## config.mk

```make
export PLATFORM = sky130hd
export DESIGN_NAME = irq_source
export DESIGN_NICKNAME = d
export VERILOG_FILES = /design/src/rtl/irq_pkg.sv /design/src/rtl/irq_channel.sv /design/src/rtl/irq_source.sv
export SDC_FILE = /design/constraint.sdc
export NUM_CORES = 1
export LEC_CHECK = 0
export CAP_MARGIN = 15
export CORE_MARGIN = 2
export CORE_UTILIZATION = 40
export CTS_CLUSTER_DIAMETER = 60
export DETAILED_ROUTE_END_ITERATION = 10
export SETUP_SLACK_MARGIN = 0.4
export SLEW_MARGIN = 15
export SYNTH_ARGS = -nofsm -noshare
export SYNTH_HDL_FRONTEND = slang
export SYNTH_SLANG_ARGS = --single-unit
```

## constraint.sdc

```tcl
create_clock -name clk -period 6.1 [get_ports clk]
set_clock_uncertainty 0.15 [all_clocks]
set_input_delay 1.525 -clock clk [delete_from_list [all_inputs] [get_ports clk]]
set_output_delay 1.525 -clock clk [all_outputs]
set_load 0.02 [all_outputs]
```

## src/rtl/irq_pkg.sv

```systemverilog
// -----------------------------------------------------------------------------
// irq_pkg
// Shared definitions for the irq_source interrupt generator:
//   - register addresses of the memory-mapped register file
//   - CTRL register field offsets
//   - per-channel FSM state encoding
// -----------------------------------------------------------------------------
package irq_pkg;

    localparam logic [1:0] ADDR_PERIOD0 = 2'd0;
    localparam logic [1:0] ADDR_PERIOD1 = 2'd1;
    localparam logic [1:0] ADDR_PERIOD2 = 2'd2;
    localparam logic [1:0] ADDR_CTRL    = 2'd3;

    localparam int TEN_LSB  = 0;   // timer enables (R/W)
    localparam int BEN_LSB  = 8;   // button enables (R/W)
    localparam int CLR_LSB  = 16;  // pending clear (W1C, reads 0)
    localparam int PEND_LSB = 24;  // pending counts, 2 bits per channel (RO)

    typedef enum logic [1:0] {
        IDLE  = 2'd0,
        PULSE = 2'd1,
        GAP   = 2'd2
    } ch_state_t;

endpackage

```

## src/rtl/irq_channel.sv

```systemverilog
// -----------------------------------------------------------------------------
// irq_channel
// One interrupt line: interval timer, button synchroniser + rising-edge
// detector, pending event counter and the pulse-shaping FSM.
//
// Optional feature: IRQ_SOURCE_COALESCE_EN - when defined, pending is a single
// flag so any burst of events before a pulse starts yields one pulse.
//
// Ports:
//   clk, rst_n   clock, asynchronous active-low reset
//   period_wr    load period and restart the counter from period_din
//   period_din   new timer period
//   tmr_en       timer enable
//   btn_en       button enable
//   pend_clr     clear pending (wins over a same-cycle event)
//   btn          asynchronous push-button input
//   period       current period (readback)
//   pend_cnt     pending event count (readback)
//   ir           registered interrupt request line
//
// FSM states:
//   state | meaning
//   IDLE  | line low, waiting for a pending event
//   PULSE | line high for PULSE_LEN cycles
//   GAP   | line low for GAP_LEN cycles before the next pulse may start
// -----------------------------------------------------------------------------
module irq_channel
    import irq_pkg::*;
#(
    parameter int CNT_W       = 32,
    parameter int PULSE_LEN   = 4,
    parameter int GAP_LEN     = 2,
    parameter int SYNC_STAGES = 2
) (
    input  logic             clk,
    input  logic             rst_n,
    input  logic             period_wr,
    input  logic [CNT_W-1:0] period_din,
    input  logic             tmr_en,
    input  logic             btn_en,
    input  logic             pend_clr,
    input  logic             btn,
    output logic [CNT_W-1:0] period,
    output logic [1:0]       pend_cnt,
    output logic             ir
);

    localparam int PH_MAX = (PULSE_LEN > GAP_LEN) ? PULSE_LEN : GAP_LEN;
    localparam int PH_W   = $clog2(PH_MAX) + 1;

    // ---------------- interval timer ----------------
    logic [CNT_W-1:0] cnt;
    logic             tmr_run;
    logic             tmr_evt;

    assign tmr_run = tmr_en && (period != '0);
    assign tmr_evt = tmr_run && (cnt == CNT_W'(1));

    always_ff @(posedge clk or negedge rst_n) begin
        if (!rst_n) begin
            period <= '0;
            cnt    <= '0;
        end else if (period_wr) begin
            period <= period_din;
            cnt    <= period_din;
        end else if (tmr_evt) begin
            cnt <= period;
        end else if (tmr_run) begin
            cnt <= cnt - CNT_W'(1);
        end
    end

    // ---------------- button synchroniser + edge detect ----------------
    logic [SYNC_STAGES-1:0] sync;
    logic                   btn_prev;
    logic                   btn_evt;

    always_ff @(posedge clk or negedge rst_n) begin
        if (!rst_n) begin
            sync     <= '0;
            btn_prev <= 1'b0;
        end else begin
            sync     <= {sync[SYNC_STAGES-2:0], btn};
            btn_prev <= sync[SYNC_STAGES-1];
        end
    end

    assign btn_evt = btn_en && sync[SYNC_STAGES-1] && !btn_prev;

    // Timer and button events in the same cycle merge into one.
    logic evt;
    assign evt = tmr_evt || btn_evt;

    // ---------------- pending ----------------
    logic start;
    logic pend_nz;

`ifdef IRQ_SOURCE_COALESCE_EN
    logic pend;

    always_ff @(posedge clk or negedge rst_n) begin
        if (!rst_n) begin
            pend <= 1'b0;
        end else if (pend_clr) begin
            pend <= 1'b0;
        end else if (evt) begin
            pend <= 1'b1;
        end else if (start) begin
            pend <= 1'b0;
        end
    end

    assign pend_nz  = pend;
    assign pend_cnt = {1'b0, pend};
`else
    logic [1:0] pend;

    always_ff @(posedge clk or negedge rst_n) begin
        if (!rst_n) begin
            pend <= 2'd0;
        end else if (pend_clr) begin
            pend <= 2'd0;
        end else if (evt && !start) begin
            if (pend != 2'd3) begin
                pend <= pend + 2'd1;
            end
        end else if (!evt && start) begin
            pend <= pend - 2'd1;
        end
    end

    assign pend_nz  = (pend != 2'd0);
    assign pend_cnt = pend;
`endif

    // ---------------- pulse FSM ----------------
    ch_state_t        state;
    ch_state_t        state_nxt;
    logic [PH_W-1:0]  ph;
    logic [PH_W-1:0]  ph_nxt;
    logic             ir_nxt;

    always_comb begin
        state_nxt = state;
        ph_nxt    = ph;
        start     = 1'b0;
        case (state)
            IDLE: begin
                if (pend_nz) begin
                    state_nxt = PULSE;
                    ph_nxt    = PH_W'(PULSE_LEN - 1);
                    start     = 1'b1;
                end
            end
            PULSE: begin
                if (ph == '0) begin
                    state_nxt = GAP;
                    ph_nxt    = PH_W'(GAP_LEN - 1);
                end else begin
                    ph_nxt = ph - PH_W'(1);
                end
            end
            GAP: begin
                if (ph == '0) begin
                    state_nxt = IDLE;
                end else begin
                    ph_nxt = ph - PH_W'(1);
                end
            end
            default: begin
                state_nxt = IDLE;
            end
        endcase
        // ir is registered but must already be high in the first PULSE cycle.
        ir_nxt = (state_nxt == PULSE);
    end

    always_ff @(posedge clk or negedge rst_n) begin
        if (!rst_n) begin
            state <= IDLE;
            ph    <= '0;
            ir    <= 1'b0;
        end else begin
            state <= state_nxt;
            ph    <= ph_nxt;
            ir    <= ir_nxt;
        end
    end

endmodule

```

## src/rtl/irq_source.sv

```systemverilog
// -----------------------------------------------------------------------------
// irq_source
// Peripheral interrupt generator feeding the CP0 edge-sampled ir lines.
// Holds the bus register decode, the CTRL enables and the readback mux; each
// line is produced by one irq_channel instance.
//
// Optional feature: IRQ_SOURCE_COALESCE_EN (see irq_channel) - pending becomes
// a 1-bit flag and the upper bit of each CTRL pending field reads 0.
//
// Ports:
//   clk, rst_n   clock, asynchronous active-low reset
//   we           bus write strobe
//   addr         register select (0..2 PERIOD[ch], 3 CTRL)
//   din          write data
//   dout         read data, combinational from addr
//   btn          asynchronous push buttons, one per channel
//   ir           registered interrupt request lines
// -----------------------------------------------------------------------------
module irq_source
    import irq_pkg::*;
#(
    parameter int NCH         = 3,
    parameter int CNT_W       = 32,
    parameter int PULSE_LEN   = 4,
    parameter int GAP_LEN     = 2,
    parameter int SYNC_STAGES = 2
) (
    input  logic           clk,
    input  logic           rst_n,
    input  logic           we,
    input  logic [1:0]     addr,
    input  logic [31:0]    din,
    output logic [31:0]    dout,
    input  logic [NCH-1:0] btn,
    output logic [NCH-1:0] ir
);

    logic [NCH-1:0]   tmr_en;
    logic [NCH-1:0]   btn_en;
    logic [NCH-1:0]   pend_clr;
    logic [NCH-1:0]   period_wr;
    logic [CNT_W-1:0] period   [NCH];
    logic [1:0]       pend_cnt [NCH];
    logic             ctrl_wr;
    logic             din_unused;

    // Reserved CTRL bits and din bits above CNT_W are ignored on writes.
    assign din_unused = ^din;

    assign ctrl_wr  = we && (addr == ADDR_CTRL);
    assign pend_clr = ctrl_wr ? din[CLR_LSB +: NCH] : '0;

    // The 2-bit address map holds three PERIOD registers.
    always_comb begin
        period_wr = '0;
        if (we) begin
            case (addr)
                ADDR_PERIOD0: period_wr[0] = 1'b1;
                ADDR_PERIOD1: period_wr[1] = 1'b1;
                ADDR_PERIOD2: period_wr[2] = 1'b1;
                default:      period_wr    = '0;
            endcase
        end
    end

    always_ff @(posedge clk or negedge rst_n) begin
        if (!rst_n) begin
            tmr_en <= '0;
            btn_en <= '0;
        end else if (ctrl_wr) begin
            tmr_en <= din[TEN_LSB +: NCH];
            btn_en <= din[BEN_LSB +: NCH];
        end
    end

    always_comb begin
        dout = '0;
        case (addr)
            ADDR_PERIOD0: dout[CNT_W-1:0] = period[0];
            ADDR_PERIOD1: dout[CNT_W-1:0] = period[1];
            ADDR_PERIOD2: dout[CNT_W-1:0] = period[2];
            ADDR_CTRL: begin
                dout[TEN_LSB +: NCH] = tmr_en;
                dout[BEN_LSB +: NCH] = btn_en;
                for (int i = 0; i < NCH; i++) begin
                    dout[PEND_LSB + 2*i +: 2] = pend_cnt[i];
                end
            end
            default: dout = '0;
        endcase
    end

    for (genvar i = 0; i < NCH; i++) begin : g_ch
        irq_channel #(
            .CNT_W       (CNT_W),
            .PULSE_LEN   (PULSE_LEN),
            .GAP_LEN     (GAP_LEN),
            .SYNC_STAGES (SYNC_STAGES)
        ) u_ch (
            .clk        (clk),
            .rst_n      (rst_n),
            .period_wr  (period_wr[i]),
            .period_din (din[CNT_W-1:0]),
            .tmr_en     (tmr_en[i]),
            .btn_en     (btn_en[i]),
            .pend_clr   (pend_clr[i]),
            .btn        (btn[i]),
            .period     (period[i]),
            .pend_cnt   (pend_cnt[i]),
            .ir         (ir[i])
        );
    end

endmodule

```

; ---- After elaboration in Yosys (flattened, before gate mapping)
; Cells that the tools add are included.
[totals]
ff_bits = 231
in_bits = 40
out_inout_bits = 35
[op_classes]
n_addsub = 12
n_eq_ne = 27
muxes = 62
n_reduce_logical = 59
[op_table]
columns = cell, n
row1 = $mux W32, 9
row2 = $eq A32 B1 Y1 const B, 3
row3 = $reduce_bool A32 Y1, 3
row4 = $sub A32 B1 Y32 const B, 3
row5 = $mux W2, 21
row6 = $pmux W13 S3, 1
row7 = $mux W3, 11
row8 = $pmux W3 S3, 3
row9 = $reduce_bool A3 Y1, 9
row10 = $pmux W2 S3, 4
row11 = $pmux W3 S4, 2
row12 = $pmux W6 S4, 1
row13 = $logic_and A1 B1 Y1, 19
row14 = $pmux W5 S3, 1
row15 = $eq A2 B1 Y1 const B, 7
row16 = $ne A2 B2 Y1 const B, 6
row17 = $eq A2 B2 Y1 const B, 5
row18 = $logic_not A1 Y1, 9
row19 = $logic_not A3 Y1, 3
row20 = $mux W1, 9
row21 = $ne A3 B3 Y1 const B, 3
row22 = $reduce_and A3 Y1, 3
row23 = $sub A3 B1 Y3 const B, 3
row24 = $logic_not A2 Y1, 4
row25 = 6 further kinds, 18

; ---- Logic depth before layout (Yosys ltp)
[logic_depth]
depth_word = 9
ltp_mapped = 10

; ---- Hierarchy
; Synthesis repeated with hierarchy kept, for this count alone.
[hier_totals]
cells_unflattened = 1495
hier_area_um2 = 13618.1
[modules_own_cells]
columns = mod, instances, cells_each, area_each_um2
row1 = irq_channel (g_ch[0].u_ch ...), 2, 469, 4215.3
row2 = irq_channel (g_ch[2].u_ch), 1, 473, 4152.7
row3 = irq_source, 1, 84, 1034.7

; ---- Worst setup path before layout
; OpenSTA, ideal clock, no wires.
[synth_path]
path_type = input to output
startpoint = input port addr[0]
endpoint = output port dout[24]
arrival_ns = 3.020
required_ns = 4.425
slack_ns = 1.405
path_stages = 3
path_cell_list = clkbuf_1 buf_1 mux4_2
[synth_via]
elab_chain_len = 2
[synth_lines]
columns = item, line
row1 = start: declaration, irq_source.sv:31  ; input logic [1:0] addr,
row2 = "$eq A2 B2 Y1, or another cell as far along", irq_source.sv:78  ; case (addr)
row3 = $pmux W6 S4 (*), irq_source.sv:78
row4 = end: declaration, irq_source.sv:33  ; output logic [31:0] dout,
; Mark *: on every way between the ends. The rest lies on a longest branch, timed or not.

; ---- Worst setup path in the final report
[layout_path]
startpoint = input port addr[1]
endpoint = output port dout[11]
[layout_via]
elab_chain_len = 2
[layout_lines]
columns = item, line
row1 = "$eq A2 B2 Y1, or another cell as far along", irq_source.sv:78
row2 = $pmux W13 S3 (*), irq_source.sv:78
; Marks and branches as above.

==> qor.txt <==
WL final: 50.6 mm
Critical Path AT: 3580 ps
Post-synth EDFFs: 0
Number of synthesis warnings: 0
Vias: 12,800
Worst path slowest cell: clkdlybuf4s50_1
Number of vias per cell: 6.19
Routed Antenna Nets: 0
Starting Density: 0.409
Slew Limit Fails: 0
Cts bufs inserted: 29
Maximum cell stage delay along the critical path: 700 ps
1st-iter DRT viols: 1,501
Hold Fails Final Rpt: 0
Placeable Area: 32,700 um2
Worst EP required: 4430 ps
Compound-Gate Fraction of Synth Area: 0.184
GR peak layer: met2
Synthesis-to-finish area growth: 16.1%
Core Rows: 66
# fillers: 3,172
Syn Inst Count: 1,575
Portion of netlist area occupied by mux cells: 0.0581
Leakage dissipation: 6.67 nW
Met3 GRT Util: 0.0555
Gpl congestion: 0.931
Critical-path cell list: buf_2 -> buf_4 -> mux2i_1 -> o21ai_0 -> clkdlybuf4s50_1
Initial antenna violation count: 0
Synth Register Bits: 231
Period utilization: 0.861
Drt drc: 0
Mapped cell area: 13,400 um2
Number of setup buffers added after CTS: 0
Drt pass-1 iters: 5
Status: completed
Slew headroom: 0.283
Dpl cells: 2,021
RSZ-0062 raised after global routing: no
IO Port Bufs: 74
GR Overflow Total: 0
Peak supply drop: 0.275 mV
Clk_lat worst skew: 570 ps
Layout cells sized above 1: 0.0759
Num Clock Sinks: 231
Seq/Total Area, Yosys: 0.433
Max cap viols: 0
Non-filler instance count after layout: 2,075
First-pass GRT wire length: 77.2 mm
P per Cell Area: 383 nW/um2
Hold Path Class: reg2reg
Post-route minimum period: 5250 ps
Fin nets: 1,674
CTS Hold Bufs: 0
Commonest register cell after synthesis: dfrtp_1
Xor and xnor area share after synthesis: 0.0111
Die Wd: 187 um
Post-DP HPWL: 36.3 mm
Largest family of logic cells by synthesized area: simple AND/OR/NAND/NOR gates
Setup violators final: 0
Async SR Flop Fraction: 1.00
Maximum number of pins on one net before global-route repair: 97
Resize count post-CTS: 0
Mapped Nets: 1,639
Peak Freq: 190 MHz
Total GRT Usage: 0.288
Setup TNS: 0 ps
CP Launch Type: input port
WS Path Type: in2out
Htree depth: 1
CTS clk-pin slew, worst paths: 60 ps
Die area: 34,900 um2
# diodes: 0
Simple-gate share of the synthesized area: 0.252
# IOs: 75
Clock Path Buffers: 3
Met2 usage: 0.422
Register area: 5780 um2
Synth Area per Inst: 8.49 um2
Critical Path Fanout Max: 32
Drt wl/cell: 24.4 um
Crit path capture type: output port
Adder-Cell Fraction of Synth Area: 0.0225
Post-synthesis cell type count: 74
Vias in the first global route: 12,200
Area of the multi-input gates: 7080 um2
CTS tree: built
Clk root buf: clkbuf_16
Worst slew pin tran: 1070 ps
Total power: 5.93 mW
Die H: 187 um
Met1 Use GR: 0.407
[report_power, final]
group | switching [mW] | internal [mW] | total [mW]
Sequential | 0.540 | 1.89 | 2.43
Clock | 0.721 | 1.16 | 1.88
Combinational | 0.937 | 0.693 | 1.63
[cell families after synthesis]
| kind of cell | Yosys count |
|---|---|
| buffers and inverters | 132 |
| DFF | 231 |
| AOI/OAI and AO/OA | 377 |
| muxes | 62 |
| xor gates and xnor gates | 17 |
| adders and majority gates | 24 |
| and+or+nand+nor | 732 |
[cells in the final DEF, fill, tap and decap left out, drive strengths merged, types with 6 or more instances in the layout]
cell,Yosys,layout
o211ai,33,33
a221o,7,7
clkinv,0,6
o21a,14,14
nand2,391,391
o21ai,129,129
xnor2,11,11
mux4,12,12
inv,38,40
a211oi,13,13
dfrtp,231,231
or2,8,8
a21oi,68,68
nor2,92,92
a211o,6,6
a2bb2oi,16,16
or4,13,13
nand3,30,30
o22ai,8,8
clkdlybuf4s50,0,71
clkbuf,67,37
nor3,54,54
ha,24,24
or3,23,23
o31ai,18,18
xor2,6,6
a22oi,8,8
nor2b,12,12
buf,27,27
mux2i,45,45
nand2b,12,12
nor4,55,55
nand4,14,14
[critical path: cells and delay by family]
kind,cells,cell delay (ps)
buf+inv,3,1450
compound gates,1,440
mux,1,140
[through the flow]
stage	hold WS, ps	util	instance area (um2)	setup WS [ps]
finish	200	0.474	15500	848
global route	216	0.474	15500	905
CTS	205	0.474	15500	936
detailed placement	192	0.442	14500	932
global placement	184	0.442	14500	985
floorplan	181	-	13400	1410
[Yosys cell counts (6+ instances only)]
cell type / number / area (um2)
a221o_1: 7 / 70.1
nand2b_1: 12 / 75.1
nor2b_1: 12 / 75.1
xor2_1: 6 / 52.6
nor3_1: 53 / 265
buf_2: 13 / 65.1
a211oi_1: 13 / 97.6
a211o_1: 6 / 52.6
clkbuf_1: 67 / 251
a22oi_1: 8 / 60.1
or2_2: 8 / 50.1
a2bb2oi_1: 16 / 140
or3_1: 22 / 138
nand3_1: 30 / 150
or4_1: 11 / 82.6
o21a_1: 14 / 105
nor4_1: 54 / 338
xnor2_1: 11 / 96.3
ha_1: 24 / 300
buf_1: 9 / 33.8
dfrtp_1: 231 / 5780
o211ai_1: 33 / 248
mux4_2: 12 / 270
nand2_1: 391 / 1470
inv_1: 38 / 143
nor2_1: 92 / 345
nand4_1: 14 / 87.6
mux2i_1: 45 / 450
o22ai_1: 7 / 43.8
a21oi_1: 68 / 340
o21ai_0: 122 / 611
o31ai_1: 18 / 135
[sequential cells by signal, indices dropped and copies added, names as in the netlist, 6 cells and up]
| name | cells |
|---|---|
| g_ch.u_ch.cnt | 96 |
| g_ch.u_ch.pend_cnt | 6 |
| g_ch.u_ch.period | 96 |
| g_ch.u_ch.ph | 9 |
| g_ch.u_ch.state | 6 |
| g_ch.u_ch.sync | 6 |
[layer usage]
metal / up-vias / wire length [um] / part of all wire
met2: 617 / 21600 / 0.43
met4: 0 / 2900 / 0.057
met5: - / 0 / 0
met3: 131 / 4380 / 0.086
li1: 5731 / - / -
met1: 6355 / 21800 / 0.43
[layout make-up]
cell class / instances / share of cell area
well taps: 442 / 0.0356
inverters: 38 / 0.00919
clock inverters: 17 / 0.0148
clock buffers: 37 / 0.0526
multi-input cells: 1212 / 0.456
flip-flops and latches: 231 / 0.373
repair buffers: 98 / 0.0590
[final timing paths]
kind / startpoint / to / slack (ps) / depth (start not counted)
setup / recovery: addr[1] / dout[11] / 850 / 5
hold / removal: g_ch[0].u_ch.sync[0] / g_ch[0].u_ch.sync[1] / 200 / 0
setup reg to reg: g_ch[1].u_ch.cnt[10] / g_ch[1].u_ch.cnt[15] / 2400 / 7
hold reg to reg: g_ch[0].u_ch.sync[0] / g_ch[0].u_ch.sync[1] / 200 / 0
max in group asynchronous: rst_n / g_ch[0].u_ch.period[23] / 3680 / 2
min in group asynchronous: rst_n / g_ch[0].u_ch.ph[0] / 790 / 1
Note: power is estimated with default switching activity, not from simulation.
